--- src/rtl/dwc_pkg.sv ---
// dwc_pkg
// Shared definitions for the fault-injection staging stage:
//   state_t    - handshake FSM encoding (IDLE / LOADED / RELEASE)
//   DEF_SEED   - LFSR seed used after reset and in place of a zero seed
//   LFSR_TAPS  - Galois tap mask of the 32-bit right-shifting LFSR
//   lfsr_step  - one LFSR advance
package dwc_pkg;

    typedef enum logic [1:0] {
        ST_IDLE    = 2'd0,
        ST_LOADED  = 2'd1,
        ST_RELEASE = 2'd2
    } state_t;

    localparam logic [31:0] DEF_SEED  = 32'h0000_0001;
    localparam logic [31:0] LFSR_TAPS = 32'h8020_0003;

    // Right-shifting Galois step: the bit shifted out of position 0
    // folds the tap mask back into the shifted state.
    function automatic logic [31:0] lfsr_step(input logic [31:0] s);
        return s[0] ? ((s >> 1) ^ LFSR_TAPS) : (s >> 1);
    endfunction

endpackage

--- src/rtl/dwc_lfsr32.sv ---
// dwc_lfsr32
// 32-bit Galois LFSR that advances every cycle outside reset.
// Ports:
//   clk   - rising-edge clock
//   rst   - synchronous active-high reset, loads DEF_SEED
//   load  - load seed instead of stepping this cycle
//   seed  - value to load; zero is replaced by DEF_SEED
//   state - current LFSR state (never zero)
module dwc_lfsr32 #(
    parameter logic [31:0] DEF_SEED = dwc_pkg::DEF_SEED
) (
    input  logic        clk,
    input  logic        rst,
    input  logic        load,
    input  logic [31:0] seed,
    output logic [31:0] state
);
    import dwc_pkg::*;

    logic [31:0] state_reg;
    logic [31:0] state_next;

    // The all-zero state is a lock-up point of the LFSR, so a zero seed
    // is substituted with the default seed.
    always_comb begin
        state_next = lfsr_step(state_reg);
        if (load) begin
            state_next = (seed == 32'd0) ? DEF_SEED : seed;
        end
    end

    always_ff @(posedge clk) begin
        if (rst) begin
            state_reg <= DEF_SEED;
        end else begin
            state_reg <= state_next;
        end
    end

    assign state = state_reg;

endmodule

--- src/rtl/dwc_inject_stage.sv ---
// dwc_inject_stage
// Stages a CPU result word for a downstream compare block, optionally
// corrupting it with the LFSR state to exercise the fault detector.
// Handshake: cpu_wr -> LOADED (data_set high) -> irq_clear -> RELEASE
// -> ready_in -> IDLE.
// Ports:
//   clk, rst        - clock, synchronous active-high reset
//   cpu_wr/cpu_wdata- one-cycle write strobe and word from the CPU
//   inject_en       - fault-injection enable
//   inject_period   - inject on every Nth accepted write (0 = never)
//   seed_load/seed  - reseed the LFSR
//   irq_clear       - downstream clear (honoured in LOADED only)
//   ready_in        - downstream release (honoured in RELEASE only)
//   data_set/data_out - staged word valid / staged word
//   busy            - FSM not in IDLE
//   injected        - last captured word was corrupted
//   overrun         - sticky: write arrived while busy
//   inject_count    - saturating count of injected words
//   lfsr_out        - current LFSR state
module dwc_inject_stage #(
    parameter int          DATA_W   = 32,
    parameter logic [31:0] DEF_SEED = dwc_pkg::DEF_SEED
) (
    input  logic              clk,
    input  logic              rst,
    input  logic              cpu_wr,
    input  logic [DATA_W-1:0] cpu_wdata,
    input  logic              inject_en,
    input  logic [7:0]        inject_period,
    input  logic              seed_load,
    input  logic [31:0]       seed,
    input  logic              irq_clear,
    input  logic              ready_in,
    output logic              data_set,
    output logic [DATA_W-1:0] data_out,
    output logic              busy,
    output logic              injected,
    output logic              overrun,
    output logic [15:0]       inject_count,
    output logic [31:0]       lfsr_out
);
    import dwc_pkg::*;

    state_t            state_reg;
    state_t            state_next;
    logic [7:0]        txn_cnt_reg;
    logic [DATA_W-1:0] data_reg;
    logic              injected_reg;
    logic              overrun_reg;
    logic [15:0]       inject_count_reg;

    logic [31:0]       lfsr_state;
    logic [DATA_W-1:0] lfsr_mask;
    logic              accept;
    logic [7:0]        txn_cnt_inc;
    logic              inject_hit;

    dwc_lfsr32 #(
        .DEF_SEED (DEF_SEED)
    ) u_lfsr (
        .clk   (clk),
        .rst   (rst),
        .load  (seed_load),
        .seed  (seed),
        .state (lfsr_state)
    );

    // The mask repeats the 32-bit LFSR state across the data word so any
    // DATA_W gets corrupted over its full width.
    for (genvar gi = 0; gi < DATA_W; gi++) begin : g_mask
        assign lfsr_mask[gi] = lfsr_state[gi % 32];
    end

    assign accept      = (state_reg == ST_IDLE) && cpu_wr;
    assign txn_cnt_inc = txn_cnt_reg + 8'd1;
    // Period 0 is gated first so the modulo never acts on a zero divisor.
    assign inject_hit  = inject_en && (inject_period != 8'd0) &&
                         ((txn_cnt_inc % inject_period) == 8'd0);

    // State register
    always_ff @(posedge clk) begin
        if (rst) begin
            state_reg <= ST_IDLE;
        end else begin
            state_reg <= state_next;
        end
    end

    // Next-state logic
    always_comb begin
        state_next = state_reg;
        case (state_reg)
            ST_IDLE:    if (cpu_wr)    state_next = ST_LOADED;
            ST_LOADED:  if (irq_clear) state_next = ST_RELEASE;
            ST_RELEASE: if (ready_in)  state_next = ST_IDLE;
            default:                   state_next = ST_IDLE;
        endcase
    end

    // Output logic: data_set and busy decode directly from the state
    // register, which gives the one-cycle write-to-valid latency.
    always_comb begin
        data_set = (state_reg == ST_LOADED);
        busy     = (state_reg != ST_IDLE);
    end

    // Capture path and bookkeeping. The injection decision is frozen into
    // data_reg/injected_reg at capture, so later changes to inject_en or
    // inject_period cannot touch the word already staged.
    always_ff @(posedge clk) begin
        if (rst) begin
            txn_cnt_reg      <= 8'd0;
            data_reg         <= '0;
            injected_reg     <= 1'b0;
            overrun_reg      <= 1'b0;
            inject_count_reg <= 16'd0;
        end else begin
            if (accept) begin
                txn_cnt_reg  <= txn_cnt_inc;
                data_reg     <= inject_hit ? (cpu_wdata ^ lfsr_mask) : cpu_wdata;
                injected_reg <= inject_hit;
                if (inject_hit && (inject_count_reg != 16'hFFFF)) begin
                    inject_count_reg <= inject_count_reg + 16'd1;
                end
            end
            if (cpu_wr && (state_reg != ST_IDLE)) begin
                overrun_reg <= 1'b1;
            end
        end
    end

    assign data_out     = data_reg;
    assign injected     = injected_reg;
    assign overrun      = overrun_reg;
    assign inject_count = inject_count_reg;
    assign lfsr_out     = lfsr_state;

endmodule

--- config.mk ---
export PLATFORM = sky130hd
export DESIGN_NAME = dwc_inject_stage
export DESIGN_NICKNAME = d
export VERILOG_FILES = /design/src/rtl/dwc_pkg.sv /design/src/rtl/dwc_lfsr32.sv /design/src/rtl/dwc_inject_stage.sv
export SDC_FILE = /design/constraint.sdc
export NUM_CORES = 1
export LEC_CHECK = 0
export ABC_AREA = 1
export CAP_MARGIN = 20
export CORE_MARGIN = 2
export CORE_UTILIZATION = 50
export DETAILED_ROUTE_END_ITERATION = 12
export GPL_TIMING_DRIVEN = 0
export PLACE_DENSITY = 0.81
export SYNTH_ARGS = -nofsm -noshare
export SYNTH_HDL_FRONTEND = slang
export SYNTH_SLANG_ARGS = --single-unit
--- constraint.sdc ---
create_clock -name clk -period 13.9 [get_ports clk]
set_input_delay 4.17 -clock clk [delete_from_list [all_inputs] [get_ports clk]]
set_output_delay 4.17 -clock clk [all_outputs]
set_load 0.005 [all_outputs]
==> impl_results.rst, run 1 <==
.. list-table::
   :header-rows: 1

   * - Metric
     - Value
   * - Status
     - finished, final reports clean
   * - CTS root buf
     - sky130_fd_sc_hd__clkbuf_16
   * - Seq cells post-synth
     - 92
   * - Post-route clock skew
     - roughly 0.0064 ns
   * - CP Class
     - in2reg
   * - Avg Vias per Cell
     - 5.33
   * - Commonest cells post-synth
     - sky130_fd_sc_hd__nand2_1 (146), sky130_fd_sc_hd__inv_1 (116), sky130_fd_sc_hd__a21oi_1 (98), sky130_fd_sc_hd__dfxtp_1 (92), sky130_fd_sc_hd__o21ai_0 (80)
   * - Cell-internal power
     - approximately 0.00057 W
   * - CP Data Arrival Time
     - 13.54 ns
   * - Top cells by area in the synthesized netlist
     - sky130_fd_sc_hd__dfxtp_1 (29%), sky130_fd_sc_hd__nand2_1 (8.7%), sky130_fd_sc_hd__ha_1 (7.9%)
   * - EDFF count, synth
     - 0
   * - Drt total wl
     - 19400 microns
   * - Number of DRC markers in iteration 0
     - around 360
   * - Post-synth design cell area
     - roughly 6300 sq um
   * - Slowest stage delay, CP
     - 0.63 ns
   * - Final period util
     - 95.7%
   * - Cell area after placement
     - 8130 sq um
   * - CTS H-Tree Depth
     - 3
   * - Leak Pwr
     - 3.95 nW
   * - Clock power frac
     - 27.1%
   * - Number of slew-limit violations in the final report
     - 0
   * - Number of input and output port buffers inserted
     - 160
   * - Area of the multi-input gates
     - 4160 sq um
   * - Half-perimeter wire length after detailed placement
     - 14600 microns
   * - Required time at the endpoint of the critical path
     - approximately 14 ns
   * - Max Root-Sink Buffers
     - 2
   * - Fraction of final layout cells sized beyond drive strength 1
     - roughly 14%
   * - Die height
     - 116 microns
   * - Antenna Cells
     - 0
   * - Proportion of synthesized chip area in sequential cells
     - 29.2%
   * - Syn Inst Count
     - ~900
   * - Max rail drop VDD
     - 0.0806 mV
   * - Die Width
     - 116 microns
   * - GRT Resource Usage Total
     - 27.8%
   * - Ys flop type
     - sky130_fd_sc_hd__dfxtp_1
   * - Clock tree from TritonCTS
     - yes
   * - I/O pin count
     - 163
   * - Global-route wire length before repair
     - 29800 microns
   * - Sequential cell area
     - 1840 sq um
   * - Overall overflow remaining after global route
     - 0
   * - Number of nets at the end of the flow
     - 1210
   * - Startpoint kind of the worst setup timing path
     - input port
   * - Core Region
     - 12500 sq um
   * - Number of synthesis warnings
     - 0
   * - Site Rows
     - 41
   * - Share of power burned in combinational logic
     - 38.5%
   * - Num CTS Buffers
     - 9
   * - Number of distinct library cells after synthesis
     - 50
   * - FILL cells
     - 997
   * - Max Fclk
     - about 75 MHz
   * - Yosys top cell area share
     - 29.2%
   * - Number of nets produced by synthesis
     - 1023
   * - Area growth syn-to-layout
     - 41.0%
   * - Vias in the first global route
     - 6211
   * - Slowest cell on crit path
     - sky130_fd_sc_hd__clkdlybuf4s50_1
   * - Number of antenna violations at the first check in global routing
     - 0
   * - Top fanout value on the critical path
     - 8
   * - Clk sink count
     - around 90
   * - Largest net degree at the start of global routing
     - 14
   * - Routed vias
     - 6748
   * - PnR worst setup slack
     - 0.601 ns
   * - Clock transition at path regs
     - approximately 0.06 ns
   * - Slew at the pin closest to its max-slew limit
     - 0.926 ns
   * - Initial cell density of the core
     - between 50 and 60%
   * - Fraction of synthesis flops using an asynchronous set or reset pin
     - 0%
   * - Worst Setup End Kind
     - register
   * - Number of detailed-routing iterations run before antenna repair
     - 7
   * - Most used standard cell by instance count after synthesis
     - sky130_fd_sc_hd__nand2_1
   * - Power per standard cell area
     - a little under 100 nW/um^2
   * - Placer congestion estimate
     - around 0.93
   * - Mean instance size in the synthesized netlist
     - 6.99 sq um
   * - Number of hold violations in the final report
     - 0
   * - Post-route ant nets
     - 0
   * - Library cell appearing most often on the critical path
     - sky130_fd_sc_hd__nand2_1
   * - Mean routed wirelength per cell
     - 15.3 microns
   * - Sequential power share
     - 34.3%
   * - Number of design rule violations left after detail routing
     - 0
   * - Maximum Capacitance Violations
     - 0
   * - Hold buffer count at cts
     - 0
   * - Headroom to the max-slew limit
     - approximately 38%
   * - Die ar.
     - ~14000 sq um
   * - Leading area contributor after synthesis
     - sky130_fd_sc_hd__dfxtp_1
   * - Setup-violating endpoint count in the final report
     - 0
   * - Class of the most critical hold timing path
     - reg2reg
   * - Summed area of non-filler cells in the final layout
     - 8900 sq um
   * - Final Critical Period
     - 13.30 ns
   * - Switching share of power
     - 34.2%
   * - Net Sw Power
     - 0.000296 W
   * - Clock latency on the worst-skew pair
     - 0.34 ns
   * - Pre-CTS setup slack
     - -0.968 ns
## critical path: cells and delay by family
kind                     cells  cell delay, ns
adder cells (fa/ha/maj)      7            1.90
buffers and inverters       11            1.80
AND/OR/NAND/NOR             41            4.48
AO/OA/AOI/OAI                7            1.12
## power groups by stage
stage	Combinational (W)	Clock [W]	Sequential [W]
after floorplan	0.000187	0	0.000299
after global placement	0.000283	0	0.000302
after detailed placement	0.000289	0	0.000302
after CTS	0.000293	0.000236	0.000297
after global routing	0.000371	0.000245	0.000299
final	0.000334	0.000235	0.000297
## repair_timing
| action | CTS | global route |
|---|---|---|
| setup endpoints to repair | 49 | 49 |
| gates cloned | 0 | 1 |
| endpoints found under the hold margin | 0 | 0 |
| buffers inserted | 2 | 13 |
| pin swaps | 2 | 24 |
| gates resized for setup | 7 | 74 |
## cell usage in the layout, fill, tap and decap left out, types with 6 or more instances in the layout
cell                              count
sky130_fd_sc_hd__a21oi_1             93
sky130_fd_sc_hd__a21oi_2              6
sky130_fd_sc_hd__buf_4               18
sky130_fd_sc_hd__clkbuf_1            27
sky130_fd_sc_hd__clkbuf_16            9
sky130_fd_sc_hd__clkdlybuf4s50_1    155
sky130_fd_sc_hd__dfxtp_1             92
sky130_fd_sc_hd__ha_1                24
sky130_fd_sc_hd__ha_4                15
sky130_fd_sc_hd__inv_1              115
sky130_fd_sc_hd__inv_2                7
sky130_fd_sc_hd__nand2_1            135
sky130_fd_sc_hd__nand2_2             20
sky130_fd_sc_hd__nand3_1             38
sky130_fd_sc_hd__nand3_2             17
sky130_fd_sc_hd__nand3b_1             9
sky130_fd_sc_hd__nand4_1             48
sky130_fd_sc_hd__nor2_1              49
sky130_fd_sc_hd__nor3_1               7
sky130_fd_sc_hd__o21ai_0             76
sky130_fd_sc_hd__o21ai_2              9
sky130_fd_sc_hd__xnor2_1              9
sky130_fd_sc_hd__xor2_1              42
## worst paths after layout
check / start / end / slack, ns / depth (start not counted)
worst max-delay path: inject_period[1] / inject_count[6]$_SDFFE_PP0P_ / 0.60 / 66
worst max register to register: txn_cnt_reg[0]$_SDFFE_PP0P_ / inject_count[6]$_SDFFE_PP0P_ / 3.83 / 75
worst min register to register: injected$_SDFFE_PP0P_ / injected$_SDFFE_PP0P_ / 0.47 / 2
worst min-delay path: injected$_SDFFE_PP0P_ / injected$_SDFFE_PP0P_ / 0.47 / 2
## logic make-up (layout without fill, tap and decap cells)
kind of cell | Yosys count | count (layout) | synth area share [%]
flip-flops | 92 | 92 | 29.2
AND/OR/NAND/NOR | 354 | 354 | 28.4
AO/OA/AOI/OAI | 201 | 201 | 16.8
XOR/XNOR | 51 | 51 | 7.08
buffers and inverters | 164 | 356 | 10.3
adder cells (fa/ha/maj) | 41 | 41 | 8.25
## layout make-up
type                    instances  share of cell area [%]
plain buffers                  36                    1.93
clock buffers                  15                    3.12
clock inverters                 1                  0.0563
inverters                     128                    5.57
multi-input cells             647                    46.8
flip-flops and latches         92                    20.7
well taps                     172                    2.42
repair buffers                176                    19.4
## stage by stage
step | setup TNS, ns | cells | total power [W] | hold slack [ns] | util [%]
after floorplan | 0 | 903 | 0.000487 | 0.460 | -
after global placement | -32.64 | 1235 | 0.000585 | 0.455 | 65.2
after detailed placement | -40.71 | 1235 | 0.000591 | 0.465 | 65.2
after CTS | 0 | 1253 | 0.000826 | 0.473 | 67.7
after global routing | -2.72 | 1267 | 0.000915 | 0.507 | 71.4
final | 0 | 1267 | 0.000866 | 0.473 | 71.4
## metal layers
metal | global-route usage (%) | up-vias | wire length (microns)
li1 | - | 3392 | -
met1 | 35.0 | 3108 | 8150
met2 | 46.4 | 216 | 9280
met3 | 7.16 | 32 | 1500
met4 | 9.44 | 0 | 459
met5 | 0 | - | 0
(Power assumes the default switching activity.)
==> inputs of run 2 (changes only) <==
MAX_ROUTING_LAYER = met4   (was default)
==> run 2 against run 1 <==
  * Global-route usage grew 0.26 points
  * Clock power grew 6%
  * Worst setup slack lost 0.065 ns
  * Sequential share of layout area grew 0.058 points
  * Register-to-register slack lost 0.06 ns
  * Sequential cell count is the same
  * Fmax shrank 0.49%
  * Power grew 1.1%
  * Largest power group unchanged
==> impl_results.rst, run 2 (same netlist as run 1, synthesis figures left out) <==
.. list-table::
   :header-rows: 1

   * - Metric
     - Value
   * - Post-route ant nets
     - 0
   * - Slowest stage delay, CP
     - 0.42 ns
   * - Most frequent cells in the layout
     - sky130_fd_sc_hd__clkdlybuf4s50_1 (155), sky130_fd_sc_hd__nand2_1 (136), sky130_fd_sc_hd__inv_1 (115), sky130_fd_sc_hd__a21oi_1 (93), sky130_fd_sc_hd__dfxtp_1 (92)
   * - Worst Setup End Kind
     - register
   * - Clock tree from TritonCTS
     - yes
   * - Clock transition at path regs
     - 0.06 ns
   * - Top fanout value on the critical path
     - 7
   * - FILL cells
     - 993
   * - Total design power
     - roughly 0.00088 W
   * - Placer congestion estimate
     - 0.958
   * - Final Critical Period
     - between 10 and 15 ns
   * - Antenna Cells
     - 0
   * - Core Region
     - 12500 sq um
   * - Power per standard cell area
     - 98.7 nW/um^2
   * - Number of design rule violations left after detail routing
     - 0
   * - I/O pin count
     - around 160
   * - CTS H-Tree Depth
     - 3
   * - Required time at the endpoint of the critical path
     - 14.18 ns
   * - Slew at the pin closest to its max-slew limit
     - 0.863 ns
   * - Num CTS Buffers
     - 9
   * - Initial cell density of the core
     - between 50% and 60%
   * - Pre-CTS setup slack
     - -0.942 ns
   * - CP Class
     - in2reg
   * - PnR worst setup slack
     - 0.536 ns
   * - Clock latency on the worst-skew pair
     - 0.34 ns
   * - Number of hold violations in the final report
     - 0
   * - Die height
     - 116 microns
   * - Number of antenna violations at the first check in global routing
     - 0
   * - Routed vias
     - 6821
   * - Headroom to the max-slew limit
     - 41.9%
   * - Class of the most critical hold timing path
     - reg2reg
   * - Site Rows
     - 41
   * - Worst hold margin
     - 0.474 ns
   * - Die Width
     - approximately 120 microns
   * - Half-perimeter wire length after detailed placement
     - 14800 microns
   * - Cell area after placement
     - roughly 8000 sq um
   * - Avg Vias per Cell
     - 5.39
   * - Mean routed wirelength per cell
     - 15.3 microns
   * - Max Fclk
     - about 75 MHz
   * - Most frequent standard cell in the layout excluding fill and tap cells
     - sky130_fd_sc_hd__clkdlybuf4s50_1
   * - Setup-violating endpoint count in the final report
     - 0
   * - Leak Pwr
     - 3.95 nW
   * - Library cell appearing most often on the critical path
     - sky130_fd_sc_hd__nand2_1
   * - Status
     - finished, final reports clean
   * - Number of detailed-routing iterations run before antenna repair
     - 5
   * - Clk sink count
     - 92
   * - Hold buffer count at cts
     - 0
   * - Max Root-Sink Buffers
     - 2
   * - Global-route wire length before repair
     - roughly 30000 microns
   * - Overall overflow remaining after global route
     - 0
   * - Area growth syn-to-layout
     - 40.6%
   * - CP Data Arrival Time
     - 13.64 ns
   * - Largest net degree at the start of global routing
     - 15
   * - Final design utilization
     - 71.2%
   * - Final period util
     - 96.1%
   * - Die ar.
     - 13500 sq um
   * - Summed area of non-filler cells in the final layout
     - about 8900 sq um
   * - Vias in the first global route
     - 6208
   * - Slowest cell on crit path
     - sky130_fd_sc_hd__clkdlybuf4s50_1
   * - Number of DRC markers in iteration 0
     - 436
   * - GRT Resource Usage Total
     - between 20% and 30%
   * - CTS root buf
     - sky130_fd_sc_hd__clkbuf_16
   * - Post-route clock skew
     - between 0.007 and 0.008 ns
   * - Number of slew-limit violations in the final report
     - 0
   * - Max rail drop VDD
     - slightly below 0.1 mV
   * - Startpoint kind of the worst setup timing path
     - input port
   * - Number of input and output port buffers inserted
     - 160
   * - Number of nets at the end of the flow
     - 1208
   * - Maximum Capacitance Violations
     - 0
   * - Drt total wl
     - 19300 microns
   * - Fraction of final layout cells sized beyond drive strength 1
     - about an eighth
## run 2: cell count changes in the layout (fill, tap and decap cells not counted), moves of 2 or more
cell / change
sky130_fd_sc_hd__nand3_2: -3
sky130_fd_sc_hd__o21ai_2: -4
sky130_fd_sc_hd__o21ai_4: +2
sky130_fd_sc_hd__ha_1: +4
sky130_fd_sc_hd__nor2_1: -2
sky130_fd_sc_hd__nor2_2: +2
sky130_fd_sc_hd__nand3_1: +2
sky130_fd_sc_hd__clkbuf_1: -2
sky130_fd_sc_hd__ha_4: -3
sky130_fd_sc_hd__buf_4: -2
## run 2: final timing paths
path | startpoint | endpoint | slack [ns] | cells after the start
max | inject_period[2] | inject_count[6]$_SDFFE_PP0P_ | 0.54 | 75
min | injected$_SDFFE_PP0P_ | injected$_SDFFE_PP0P_ | 0.47 | 2
max reg2reg | txn_cnt_reg[0]$_SDFFE_PP0P_ | inject_count[6]$_SDFFE_PP0P_ | 3.77 | 79
min reg2reg | injected$_SDFFE_PP0P_ | injected$_SDFFE_PP0P_ | 0.47 | 2
## run 2: timing repair
action	4_1_cts	5_1_grt
setup buffers	3	11
pin swaps	2	18
gates resized for setup	6	69
setup endpoints to repair	49	49
## run 2: final cells by class
type	count	area (sq um)	share of cell area, %
multi-input cells	647	4130	46.5
flip-flops and latches	92	1840	20.8
repair buffers	174	1720	19.3
inverters	128	495	5.59
clock buffers	12	256	2.89
well taps	172	215	2.43
plain buffers	36	171	1.93
clock inverters	4	47.5	0.536
## run 2: worst max-delay path, delay by kind of cell
| kind | cells | cell delay [ns] |
|---|---|---|
| buffers and inverters | 11 | 1.16 |
| adder cells (fa/ha/maj) | 7 | 2.05 |
| AO/OA/AOI/OAI | 7 | 1.03 |
| AND/OR/NAND/NOR | 50 | 5.18 |
## run 2: metal layers
layer,track usage [%],vias to the layer above,part of all wire (%)
met5,-,-,0
met4,9.76,0,2.7
met3,7.06,40,7.7
met2,46.3,240,48
met1,33.3,3152,42
li1,-,3389,-
## run 2: report_power, final
part	switching (W)	internal [W]	total, W
Sequential	0.0000149	0.000282	0.000297
Clock	0.000102	0.000149	0.000250
Combinational	0.000180	0.000149	0.000328
## run 2: metrics by stage
stage | setup TNS [ns] | instances
global route | -1.24 | 1265
CTS | 0 | 1254
floorplan | 0 | 903
global placement | -34.33 | 1235
finish | 0 | 1265
detailed placement | -38.98 | 1235
==> inputs of run 3 (changes only) <==
MAX_ROUTING_LAYER = default   (was met4)
==> results of run 3 <==
The final DEF is identical to that of run 1; final timing and power are the same.
